### src/rtl/lab1_imul_client.sv
// imul request/response initiator: forwards {a,b} requests, checks returned products in order against golden values.
// Optional LAB1_IMUL_CLIENT_RANDOM_DELAY_EN adds LFSR response back-pressure and a stall_cycles counter.
module lab1_imul_client #(
    parameter int p_nbits        = 32,
    parameter int p_max_inflight = 4,
    parameter int p_cnt_nbits    = 16
) (
    input  logic                   clk,
    input  logic                   reset,
    input  logic                   start,
    input  logic [p_cnt_nbits-1:0] cfg_num_msgs,
    input  logic                   src_val,
    output logic                   src_rdy,
    input  logic [p_nbits-1:0]     src_a,
    input  logic [p_nbits-1:0]     src_b,
    input  logic [p_nbits-1:0]     src_ref,
    output logic                   req_val,
    input  logic                   req_rdy,
    output logic [2*p_nbits-1:0]   req_msg,
    input  logic                   resp_val,
    output logic                   resp_rdy,
    input  logic [p_nbits-1:0]     resp_msg,
    output logic [p_cnt_nbits-1:0] num_sent,
    output logic [p_cnt_nbits-1:0] num_recv,
    output logic [p_cnt_nbits-1:0] num_errors,
    output logic [p_cnt_nbits-1:0] first_err_idx,
    output logic                   proto_err,
    output logic                   done
`ifdef LAB1_IMUL_CLIENT_RANDOM_DELAY_EN
    ,
    output logic [p_cnt_nbits-1:0] stall_cycles
`endif
);

    localparam int c_ptr_nbits = $clog2(p_max_inflight);
    localparam int c_occ_nbits = c_ptr_nbits + 1;

    localparam logic [1:0] ST_IDLE  = 2'd0;
    localparam logic [1:0] ST_RUN   = 2'd1;
    localparam logic [1:0] ST_DRAIN = 2'd2;
    localparam logic [1:0] ST_DONE  = 2'd3;

    localparam logic [c_ptr_nbits-1:0] c_ptr_one = 1;
    localparam logic [c_occ_nbits-1:0] c_occ_one = 1;
    localparam logic [c_occ_nbits-1:0] c_depth   = c_occ_nbits'(p_max_inflight);
    localparam logic [p_cnt_nbits-1:0] c_cnt_one = 1;

    logic [1:0]             state_q, state_d;
    logic [p_cnt_nbits-1:0] num_total_q, num_total_d;
    logic [p_cnt_nbits-1:0] num_sent_q, num_sent_d;
    logic [p_cnt_nbits-1:0] num_recv_q, num_recv_d;
    logic [p_cnt_nbits-1:0] num_errors_q, num_errors_d;
    logic [p_cnt_nbits-1:0] first_err_idx_q, first_err_idx_d;
    logic                   proto_err_q, proto_err_d;
    logic [c_ptr_nbits-1:0] wr_ptr_q, wr_ptr_d;
    logic [c_ptr_nbits-1:0] rd_ptr_q, rd_ptr_d;
    logic [c_occ_nbits-1:0] occ_q, occ_d;
    logic [p_nbits-1:0]     fifo_q [p_max_inflight];

    logic in_run, in_resp_phase, start_ok;
    logic fifo_empty, can_issue, src_fire, resp_fire, mismatch, proto_hit;
    logic resp_gate;
    logic [p_nbits-1:0] fifo_head;

    assign in_run        = (state_q == ST_RUN);
    assign in_resp_phase = (state_q == ST_RUN) || (state_q == ST_DRAIN);
    assign start_ok      = start && ((state_q == ST_IDLE) || (state_q == ST_DONE));
    assign fifo_empty    = (occ_q == '0);
    assign fifo_head     = fifo_q[rd_ptr_q];

    // Full FIFO blocks issue even if a pop happens this cycle: no bypass.
    assign can_issue = in_run && (occ_q < c_depth) && (num_sent_q < num_total_q);

    assign req_msg  = {src_a, src_b};
    assign req_val  = src_val && can_issue;
    assign src_rdy  = req_rdy && can_issue;
    assign src_fire = src_val && src_rdy;

`ifdef LAB1_IMUL_CLIENT_RANDOM_DELAY_EN
    logic [15:0]            lfsr_q, lfsr_d;
    logic [p_cnt_nbits-1:0] stall_cycles_q, stall_cycles_d;
    logic                   lfsr_fb;

    assign lfsr_fb   = lfsr_q[15] ^ lfsr_q[13] ^ lfsr_q[12] ^ lfsr_q[10];
    assign lfsr_d    = {lfsr_q[14:0], lfsr_fb};
    assign resp_gate = lfsr_q[0];

    always_comb begin
        stall_cycles_d = stall_cycles_q;
        if (start_ok) begin
            stall_cycles_d = '0;
        end else if (in_resp_phase && resp_val && !fifo_empty && !lfsr_q[0]
                     && (stall_cycles_q != '1)) begin
            stall_cycles_d = stall_cycles_q + c_cnt_one;
        end
    end

    always_ff @(posedge clk) begin
        if (reset) begin
            lfsr_q         <= 16'hACE1;
            stall_cycles_q <= '0;
        end else begin
            lfsr_q         <= lfsr_d;
            stall_cycles_q <= stall_cycles_d;
        end
    end

    assign stall_cycles = stall_cycles_q;
`else
    assign resp_gate = 1'b1;
`endif

    assign resp_rdy  = in_resp_phase && !fifo_empty && resp_gate;
    assign resp_fire = resp_val && resp_rdy;
    assign mismatch  = (resp_msg != fifo_head);
    // A response with nothing outstanding is flagged but left unconsumed.
    assign proto_hit = in_resp_phase && resp_val && fifo_empty;

    always_comb begin
        state_d         = state_q;
        num_total_d     = num_total_q;
        num_sent_d      = num_sent_q;
        num_recv_d      = num_recv_q;
        num_errors_d    = num_errors_q;
        first_err_idx_d = first_err_idx_q;
        proto_err_d     = proto_err_q || proto_hit;
        wr_ptr_d        = wr_ptr_q;
        rd_ptr_d        = rd_ptr_q;
        occ_d           = occ_q;

        if (start_ok) begin
            num_total_d     = cfg_num_msgs;
            num_sent_d      = '0;
            num_recv_d      = '0;
            num_errors_d    = '0;
            first_err_idx_d = '1;
            wr_ptr_d        = '0;
            rd_ptr_d        = '0;
            occ_d           = '0;
            state_d         = (cfg_num_msgs == '0) ? ST_DONE : ST_RUN;
        end else begin
            if (src_fire) begin
                wr_ptr_d   = wr_ptr_q + c_ptr_one;
                num_sent_d = num_sent_q + c_cnt_one;
            end
            if (resp_fire) begin
                rd_ptr_d   = rd_ptr_q + c_ptr_one;
                num_recv_d = num_recv_q + c_cnt_one;
                if (mismatch) begin
                    if (num_errors_q == '0) begin
                        first_err_idx_d = num_recv_q;
                    end
                    if (num_errors_q != '1) begin
                        num_errors_d = num_errors_q + c_cnt_one;
                    end
                end
            end
            case ({src_fire, resp_fire})
                2'b10:   occ_d = occ_q + c_occ_one;
                2'b01:   occ_d = occ_q - c_occ_one;
                default: occ_d = occ_q;
            endcase
            case (state_q)
                ST_RUN: begin
                    if (num_sent_q == num_total_q) begin
                        state_d = ST_DRAIN;
                    end
                end
                ST_DRAIN: begin
                    if (num_recv_d == num_total_q) begin
                        state_d = ST_DONE;
                    end
                end
                default: state_d = state_q;
            endcase
        end
    end

    always_ff @(posedge clk) begin
        if (reset) begin
            state_q         <= ST_IDLE;
            num_total_q     <= '0;
            num_sent_q      <= '0;
            num_recv_q      <= '0;
            num_errors_q    <= '0;
            first_err_idx_q <= '1;
            proto_err_q     <= 1'b0;
            wr_ptr_q        <= '0;
            rd_ptr_q        <= '0;
            occ_q           <= '0;
        end else begin
            state_q         <= state_d;
            num_total_q     <= num_total_d;
            num_sent_q      <= num_sent_d;
            num_recv_q      <= num_recv_d;
            num_errors_q    <= num_errors_d;
            first_err_idx_q <= first_err_idx_d;
            proto_err_q     <= proto_err_d;
            wr_ptr_q        <= wr_ptr_d;
            rd_ptr_q        <= rd_ptr_d;
            occ_q           <= occ_d;
        end
    end

    always_ff @(posedge clk) begin
        if (src_fire) begin
            fifo_q[wr_ptr_q] <= src_ref;
        end
    end

    assign num_sent      = num_sent_q;
    assign num_recv      = num_recv_q;
    assign num_errors    = num_errors_q;
    assign first_err_idx = first_err_idx_q;
    assign proto_err     = proto_err_q;
    assign done          = (state_q == ST_DONE);

endmodule

### config.mk
export PLATFORM = sky130hd
export DESIGN_NAME = lab1_imul_client
export DESIGN_NICKNAME = d
export VERILOG_FILES = /design/src/rtl/lab1_imul_client.sv
export SDC_FILE = /design/constraint.sdc
export NUM_CORES = 1
export LEC_CHECK = 0
export BUFFER_PORTS_ARGS = -buffer_cell sky130_fd_sc_hd__buf_2
export CORE_ASPECT_RATIO = 0.9
export CORE_MARGIN = 2
export CORE_UTILIZATION = 59
export CTS_BUF_LIST = sky130_fd_sc_hd__clkbuf_4 sky130_fd_sc_hd__clkbuf_8
export DETAILED_ROUTE_END_ITERATION = 8
export GPL_ROUTABILITY_DRIVEN = 0
export HOLD_SLACK_MARGIN = 0.12
export PLACE_DENSITY_LB_ADDON = 0.05
export SLEW_MARGIN = 40
export SYNTH_ARGS = -nofsm -noshare
export SYNTH_HDL_FRONTEND = slang
export SYNTH_SLANG_ARGS = --single-unit
### constraint.sdc
create_clock -name clk -period 8.3 [get_ports clk]
set_clock_uncertainty 0.2 [all_clocks]
set_input_delay 1.66 -clock clk [delete_from_list [all_inputs] [get_ports clk]]
set_output_delay 1.66 -clock clk [all_outputs]
set_load 0.005 [all_outputs]
# Word level (Yosys, flattened, before mapping)
# Memories as Yosys holds them, arrays and structs flattened. A register that Yosys moved wholly into a read port is not among the register bits.
# Index checks and enable logic that the tools add are counted.
dict set report word_totals {
  regBits 90
  in_bits 150
  mem_bits_rw 128
  out_inout_bits 133
  elab_cells 67
  n_memories 1
}
dict set report op_classes {
  eq_ne 11
  addsub 7
  n_lt_le_gt_ge 2
  muxes 12
  reduce_logical 24
}
# name words width read_ports rd_clocked_by_memory_dff write_ports line_no
set memory_table {}
lappend memory_table {fifo_q 4 32 1 1 1 58} ;# logic [p_nbits-1:0] fifo_q [p_max_inflight];
# op count
set op_table {}
lappend op_table {{16-bit by 1-bit adder with 16-bit output (second input constant)} 3}
lappend op_table {{16-bit == test} 2}
lappend op_table {{16-bit logical NOT} 2}
lappend op_table {{16-bit 2-to-1 mux} 2}
lappend op_table {{32-bit != test} 1}
lappend op_table {{16-bit < comparator} 1}
lappend op_table {{16-bit != test (second input constant)} 1}
lappend op_table {{2-bit 2-to-1 mux} 6}
lappend op_table {{1-bit logical AND} 10}
lappend op_table {{3-bit AND reduction} 3}
lappend op_table {{2-bit == test (second input constant)} 3}
lappend op_table {{3-bit case mux with 2 select lines} 1}
lappend op_table {{2-bit by 1-bit adder with 2-bit output (second input constant)} 2}
lappend op_table {{2-bit by 1-bit == test with 1-bit output (second input constant)} 2}
lappend op_table {{2-bit case mux with 2 select lines} 1}
lappend op_table {{3-bit by 1-bit adder with 3-bit output (second input constant)} 1}
lappend op_table {{3-bit logical NOT} 1}
lappend op_table {{1-bit logical OR} 3}
lappend op_table {{3-bit < comparator (second input constant)} 1}
lappend op_table {{3-bit by 1-bit != test with 1-bit output (second input constant)} 1}
lappend op_table {{3-bit by 2-bit != test with 1-bit output (second input constant)} 1}
lappend op_table {{3-bit nonzero test} 1}
lappend op_table {{3-bit by 1-bit subtractor with 3-bit output (second input constant)} 1}
lappend op_table {{2-bit logical NOT} 1}
lappend op_table {{4 further kinds} 5}

# Depth between registers and ports, before layout
# Gate-level depths: netlist of run 1.
dict set report depth {
  depth_word 10
  depth_mapped 17
  ltp_nobuf 15
}

# Least setup slack after synthesis of run 1
# No wires, ideal clock.
dict set report synth_timing {
  path_type {input-to-reg}
  start {input resp_val}
  end {register state_q[1]}
  cell_stages 8
  path_buffers 0
  required_ns 8.009
  path_slack_ns 4.425
  setup_ns 0.091
  arrival_ns 3.584
  path_cell_list {nor2b_1 > and3_4 > mux2_4 > mux2i_1 > nand3_1 > or4_4 > o211a_1 > a311oi_1}
}
dict set report synth_between {
  elab_chain_len 6
}
# element line_no
set synth_lines {}
lappend synth_lines {{from (decl)} 20} ;# input logic resp_val,
lappend synth_lines {{1-bit logical AND} 114} ;# assign resp_fire = resp_val && resp_rdy;
lappend synth_lines {{16-bit 2-to-1 mux} 146} ;# if (resp_fire) begin
lappend synth_lines {{16-bit 2-to-1 mux} 131} ;# if (start_ok) begin
lappend synth_lines {{16-bit == test} 170} ;# if (num_recv_d == num_total_q) begin
lappend synth_lines {{3-bit by 2-bit != test with 1-bit output (no source line)} n/a}
lappend synth_lines {{3-bit AND reduction (no source line)} n/a}
lappend synth_lines {{to (signal assigned)} 192} ;# state_q <= state_d;
lappend synth_lines {{to (decl)} 48} ;# logic [1:0] state_q, state_d;
# Every way passes these cells. The select of a mux whose other input is x is not followed.
# A chain may end at the register's enable or synchronous reset.

# Worst setup path after layout of run 1
dict set report layout_timing {
  start {register num_total_q[1]}
  end {output req_val}
}
dict set report layout_between {
  elab_chain_len 3
}
# element line_no
set layout_lines {}
lappend layout_lines {{from (decl)} 49} ;# logic [p_cnt_nbits-1:0] num_total_q, num_total_d;
lappend layout_lines {{from (signal assigned)} 193} ;# num_total_q <= num_total_d;
lappend layout_lines {{16-bit < comparator} 72} ;# assign can_issue = in_run && (occ_q < c_depth) && (num_sent_q < num_total_q);
lappend layout_lines {{1-bit logical AND} 72}
lappend layout_lines {{1-bit logical AND} 75} ;# assign req_val = src_val && can_issue;
lappend layout_lines {{to (decl)} 17} ;# output logic req_val,
# Every way passes these cells.

==> impl_results.md, run 1 <==
- Clock-pin transition on the worst setup and hold timing paths: 0.06 ns
- Register-to-Register Setup Slack: 4.52 ns
- Top-level port count: 283
- Deepest level of the CTS H-tree: 2
- Ys async rst share: 0%
- Clock latency on the worst-skew pair: 0.52 ns
- Unrepaired setup endpoints after global routing: false
- Final wirelength: 27,000 um
- Post-CTS Repair Setup Buffers: 0
- WHS Path Cells: 2
- Global routing usage summed across all routing layers: 29.4%
- Layout Nets: 1,157
- Kind of path behind the tightest hold check: register to register
- Flops & latches, synth: 220
- Top cells by count, synth: sky130_fd_sc_hd__edfxtp_1, sky130_fd_sc_hd__dfxtp_1, sky130_fd_sc_hd__nor2_1
- Area enclosed by the die boundary: 18,600 um^2
- Routed WL per cell: 21.9 um
- N_diodes: 0
- Relative contribution of combinational cells to total power: 14.1%
- Maximum frequency from static timing analysis: 0.226 GHz
- Most common flop cell mapped by yosys: sky130_fd_sc_hd__edfxtp_1
- Max FO, Critical Path: 12
- Number of antenna violations at the first check in global routing: 1
- Number of cells on the worst reg-to-reg path: 9
- Die Y-Extent: 130 um
- Start point of the worst hold path: num_total_q[11]
- Transition time at the pin with the least slew margin: 0.804 ns
- Fin Setup TNS: 0 ns
- Endpoint required time on the critical path: 6.44 ns
- Fraction of post-synthesis cell area in the top cell type by area: 37.2%
- Worst Hold Slack: 0.259 ns
- Global-route wire length before repair: 40,800 um
- Arrival time at the worst endpoint: 2.56 ns
- Post-DP Area: 10,800 um^2
- Total CTS buffers: 37
- Hpwl dp: 19,700 um
- Pin count of the biggest net entering global routing: 82
- Largest voltage drop on the vdd net: 0.150 mV
- Final Hold Fails: 0
- Synthesized instance count: 877
- Avg Inst Size Synth: 11.8 um^2
- Relative contribution of sequential cells to total power: 49.0%
- Effective utilization at floorplan: 60.7%
- Clock power share: 36.9%
- Crit-path cells: inv_1 > ha_1 > nor2b_1 > o21a_1 > o21ai_1 > a21oi_1 > o31ai_1 > buf_4 > and3_1 > buf_2
- Final critical-path required period: 4.42 ns
- Antenna Nets Post-Route: 0
- Seq/Total Area, Yosys: 55.1%
- Final Setup Violations: 0
- Cell type with the highest aggregate area in the netlist: sky130_fd_sc_hd__edfxtp_1
- Final count of pins violating max slew: 0
- Critical Path Slowest Stage Cell: sky130_fd_sc_hd__dfxtp_1
- Startpoint of the most critical setup path: num_total_q[1]
- Main area contributors after synthesis: sky130_fd_sc_hd__edfxtp_1, sky130_fd_sc_hd__dfxtp_1, sky130_fd_sc_hd__mux4_2
- Core box area: 17,000 um^2
- Number of DRC markers in iteration 0: 606
- Resize count post-CTS: 0
- Width of the chip: 143 um
- Synthesized Nets: 1,057
- Grt total ovfl: 0
- CTS tree: yes
- Minimum setup slack after placement: 3.97 ns
- Number of flops mapped to enable cells by yosys: 128
- Endpoint of the lowest-slack register-to-register path: num_errors[12]
- Number of global-route vias before repair: 7,120
- Switching power of the nets: 656 uW
- Sort of element at the start of the critical path: register
- Netlist cell types: 59
- Total of warnings raised by yosys: 0
- Static leakage: 4.28 nW
- Kind of critical path: register to output port
- Final Cell Area: 11,600 um^2
- CTS max path bufs: 3
- Minimum setup slack in the final design: 3.88 ns
- Tightest slew margin relative to the limit: 46.4%
- Number of vias in the routed layout: 7,221
- Max-cap violation count: 0
- Switch share: 26.4%
- DRC viols: 0
- Synth Cell Area: 10,300 um^2
- Status: finished clean
- Sink Count: 220
- Min-Delay Endpoint: num_total_q[11]
- Power density over the cells: 215 nW/um^2
- Count of standard-cell rows: 45
- I/O Buffers: 154
- Area grow syn2layout: 11.9%
- Pint: 1.83 mW
- Critical Path Sink Type: output port
- Delay contributed by the slowest stage of the critical path: 0.46 ns
- Clk root buf: sky130_fd_sc_hd__clkbuf_8
- First drt pass iteration count: 6
- Ratio of cells with drive above 1 in the final layout: 27.1%
- Period Utilization, post-route: 53.3%
- Most common cell in the netlist: sky130_fd_sc_hd__edfxtp_1
- Hold Buf Count CTS: 0
- Via-to-Cell Ratio: 5.84
- Final core utilization: 68.0%
## registers in the layout, summed over array words and instances (netlist names), named ones only
signal,cells
occ_q,3
num_errors,16
num_sent,16
first_err_idx,16
wr_ptr_q,2
fifo_q,128
rd_ptr_q,2
num_recv,16
state_q,2
proto_err,1
num_total_q,16
## kinds of logic after synthesis
family | count (synthesis) | share of synthesized area [%]
adders and majority gates | 30 | 3.71
and+or+nand+nor | 266 | 13.0
AOI/OAI and AO/OA | 112 | 6.55
muxes | 37 | 7.51
buffers and inverters | 135 | 7.38
DFF | 220 | 55.1
xor gates and xnor gates | 77 | 6.80
## worst max-delay path by stage
stage,endpoint
after floorplan,state_q[1]
after global placement,state_q[1]
after detailed placement,state_q[1]
after CTS,req_val
after global routing,src_rdy
final,req_val
## final cells by class
cell class	count	area, um^2
well taps	235	294
multi-input cells	522	3900
flip-flops and latches	220	5690
clock buffers	50	607
inverters	33	124
clock inverters	14	97.6
fillers	1307	5450
repair buffers	163	842
## metal layers
| layer | track usage [%] | wire (um) | vias to the layer above |
|---|---|---|---|
| met5 | 0 | 0 | - |
| met4 | 13.1 | 1080 | 0 |
| met3 | 11.1 | 3180 | 55 |
| met2 | 45.9 | 12500 | 368 |
| met1 | 36.9 | 10300 | 3457 |
| li1 | - | - | 3341 |
## cell usage in the layout (no fill, tap or decap), drive strengths merged, types with 11 or more instances in the layout
master / n
buf: 163
edfxtp: 128
dfxtp: 92
nor2: 69
nand2: 62
a21oi: 58
xnor2: 55
clkbuf: 50
inv: 33
mux4: 32
ha: 29
nand3: 24
nand4: 22
nor3: 22
xor2: 20
o21ai: 17
and3: 16
or3: 13
nor4: 11
clkinv: 11
## metrics by stage
step | std cells | power [mW]
3_3_place_gp | 1172 | 1.57
2_1_floorplan | 877 | 1.49
5_1_grt | 1237 | 2.59
6_report | 1237 | 2.49
4_1_cts | 1237 | 2.50
3_5_place_dp | 1173 | 1.58
## power by group through the flow
| stage | Sequential (mW) | Combinational (mW) | Clock [mW] |
|---|---|---|---|
| 2_1_floorplan | 1.23 | 0.262 | 0 |
| 3_3_place_gp | 1.24 | 0.327 | 0 |
| 3_5_place_dp | 1.24 | 0.344 | 0 |
| 4_1_cts | 1.22 | 0.345 | 0.938 |
| 5_1_grt | 1.22 | 0.388 | 0.984 |
| 6_report | 1.22 | 0.352 | 0.917 |
## worst max-delay path, delay by kind of cell (launching register included)
kind            cells  cell delay [ns]
flops               1             0.46
fa+ha+maj           1             0.29
simple gates        2             0.30
buf+inv             3             0.39
compound gates      4             0.60
Power figures use the tool's default switching activity.
==> run 2, diff against run 1 <==
- CORE_UTILIZATION: 59 -> 49
- clock period: 8.3 -> 3.95 ns (I/O delays scaled with it)
==> impl_results.md, run 2 (synthesis results as in run 1) <==
- Antenna Nets Post-Route: 0
- Register ranked first by flip-flop count: fifo_q
- WHS Path Cells: 2
- Endpoint of the lowest-slack register-to-register path: occ_q[2]
- Effective utilization at floorplan: 49.7%
- Flip-flop count of the largest register, all copies and words added: 128
- Pin count of the biggest net entering global routing: 42
- Post-DP Area: 11,000 um^2
- Period Utilization, post-route: 95.6%
- Via-to-Cell Ratio: 5.54
- Crit-path cells: inv_1 > ha_1 > nor2b_1 > o21a_1 > o21ai_1 > a21oi_1 > o31ai_1 > buf_4 > and3_1 > buf_2
- Kind of critical path: register to output port
- Die Y-Extent: 142 um
- Largest voltage drop on the vdd net: 0.282 mV
- Final core utilization: 56.9%
- Delay contributed by the slowest stage of the critical path: 0.48 ns
- Switching power of the nets: 1.42 mW
- Sink Count: 220
- Final critical-path required period: 3.78 ns
- Max-cap violation count: 0
- Static leakage: 4.39 nW
- Ratio of cells with drive above 1 in the final layout: 28.2%
- Top-level port count: 283
- Final wirelength: 27,500 um
- Sort of element at the start of the critical path: register
- Most common cell after layout, fill and taps aside: sky130_fd_sc_hd__buf_2
- First drt pass iteration count: 5
- Kind of path behind the tightest hold check: register to register
- Total CTS buffers: 38
- Relative contribution of sequential cells to total power: 46.3%
- Clk root buf: sky130_fd_sc_hd__clkbuf_8
- Power density over the cells: 467 nW/um^2
- Grt total ovfl: 0
- Unrepaired setup endpoints after global routing: false
- Layout Nets: 1,167
- Critical Path Slowest Stage Cell: sky130_fd_sc_hd__dfxtp_1
- Start point of the worst hold path: num_total_q[9]
- Tightest slew margin relative to the limit: 49.0%
- Core box area: 20,800 um^2
- Count of standard-cell rows: 50
- Hold Buf Count CTS: 0
- Min-Delay Endpoint: num_total_q[9]
- Deepest level of the CTS H-tree: 2
- Number of cells on the worst reg-to-reg path: 14
- Arrival time at the worst endpoint: 2.79 ns
- I/O Buffers: 154
- Final Cell Area: 11,800 um^2
- Number of antenna violations at the first check in global routing: 2
- Max FO, Critical Path: 11
- Status: finished clean
- Area enclosed by the die boundary: 22,300 um^2
- Clock-pin transition on the worst setup and hold timing paths: 0.06 ns
- Total area of sequential cells: 5690 um^2
- Most frequent cells in the layout: sky130_fd_sc_hd__buf_2, sky130_fd_sc_hd__edfxtp_1, sky130_fd_sc_hd__dfxtp_1
- Clock latency on the worst-skew pair: 0.54 ns
- Switch share: 25.8%
- Final Setup Violations: 0
- Relative contribution of combinational cells to total power: 13.6%
- Number of vias in the routed layout: 7,203
- Register-to-Register Setup Slack: 0.37 ns
- Fin Setup TNS: 0 ns
- Number of global-route vias before repair: 7,083
- CTS tree: yes
- Width of the chip: 157 um
- Final count of pins violating max slew: 0
- Maximum frequency from static timing analysis: 0.265 GHz
- Global routing usage summed across all routing layers: 24.7%
- Launching point of the worst reg2reg path: num_sent[9]
- Clock power share: 40.1%
- Resize count post-CTS: 0
- Number of DRC markers in iteration 0: 506
- Area grow syn2layout: 14.5%
- Final Hold Fails: 0
- DRC viols: 0
- Routed WL per cell: 21.1 um
- Global-route wire length before repair: 41,200 um
- Area occupied by multi-input gates: 3890 um^2
- CTS max path bufs: 3
- Transition time at the pin with the least slew margin: 0.757 ns
- Post-CTS Repair Setup Buffers: 0
- Fill cell count: 1,802
- Endpoint required time on the critical path: 2.96 ns
- Critical Path Sink Type: output port
- Hpwl dp: 20,000 um
- Pint: 4.10 mW
run 2: routing by layer:
metal  part of all wire [%]  track usage [%]
met1                     39             31.5
met2                     45             37.7
met3                     10             7.91
met4                    5.3             13.2
met5                      0                0
run 2: cell type report:
class	instances	share of cell area [%]
Antenna cell	1	0.0212
Clock buffer	60	6.14
Clock inverter	7	0.878
Inverter	33	1.05
Multi-Input combinational cell	522	32.9
Sequential cell	220	48.1
Tap cell	286	3.03
Timing Repair Buffer	172	7.87
run 2: worst max path at each step:
stage	slack, ns	end	startpoint	cells after the start
CTS	0.17	src_rdy	num_total_q[1]	10
floorplan	0.63	occ_q[2]	num_total_q[1]	17
finish	0.17	src_rdy	num_total_q[1]	10
detailed placement	0.35	num_errors[13]	register	9
global placement	0.39	num_errors[2]	register	9
global route	0.01	src_rdy	num_total_q[1]	10
run 2: stage by stage:
stage                     hold WS (ns)  std cells  setup WS, ns  power, mW
after detailed placement         0.256       1233         0.347       3.35
after CTS                        0.231       1300         0.173       5.58
after global placement           0.248       1231         0.388       3.33
final                            0.263       1301         0.174       5.52
after floorplan                  0.236        877         0.630       3.13
after global routing             0.239       1300        0.0139       5.77
run 2: power groups by stage:
stage	Clock (mW)	Sequential (mW)	Combinational [mW]
floorplan	0	2.58	0.551
global placement	0	2.60	0.724
detailed placement	0	2.61	0.747
CTS	2.27	2.56	0.750
global route	2.37	2.57	0.836
finish	2.21	2.56	0.750
run 2: worst max-delay path: cells and delay by family (launching register included):
kind	cells	cell delay, ns
AOI/OAI and AO/OA	4	0.72
DFF	1	0.48
buffers and inverters	3	0.45
and+or+nand+nor	2	0.32
adders and majority gates	1	0.30
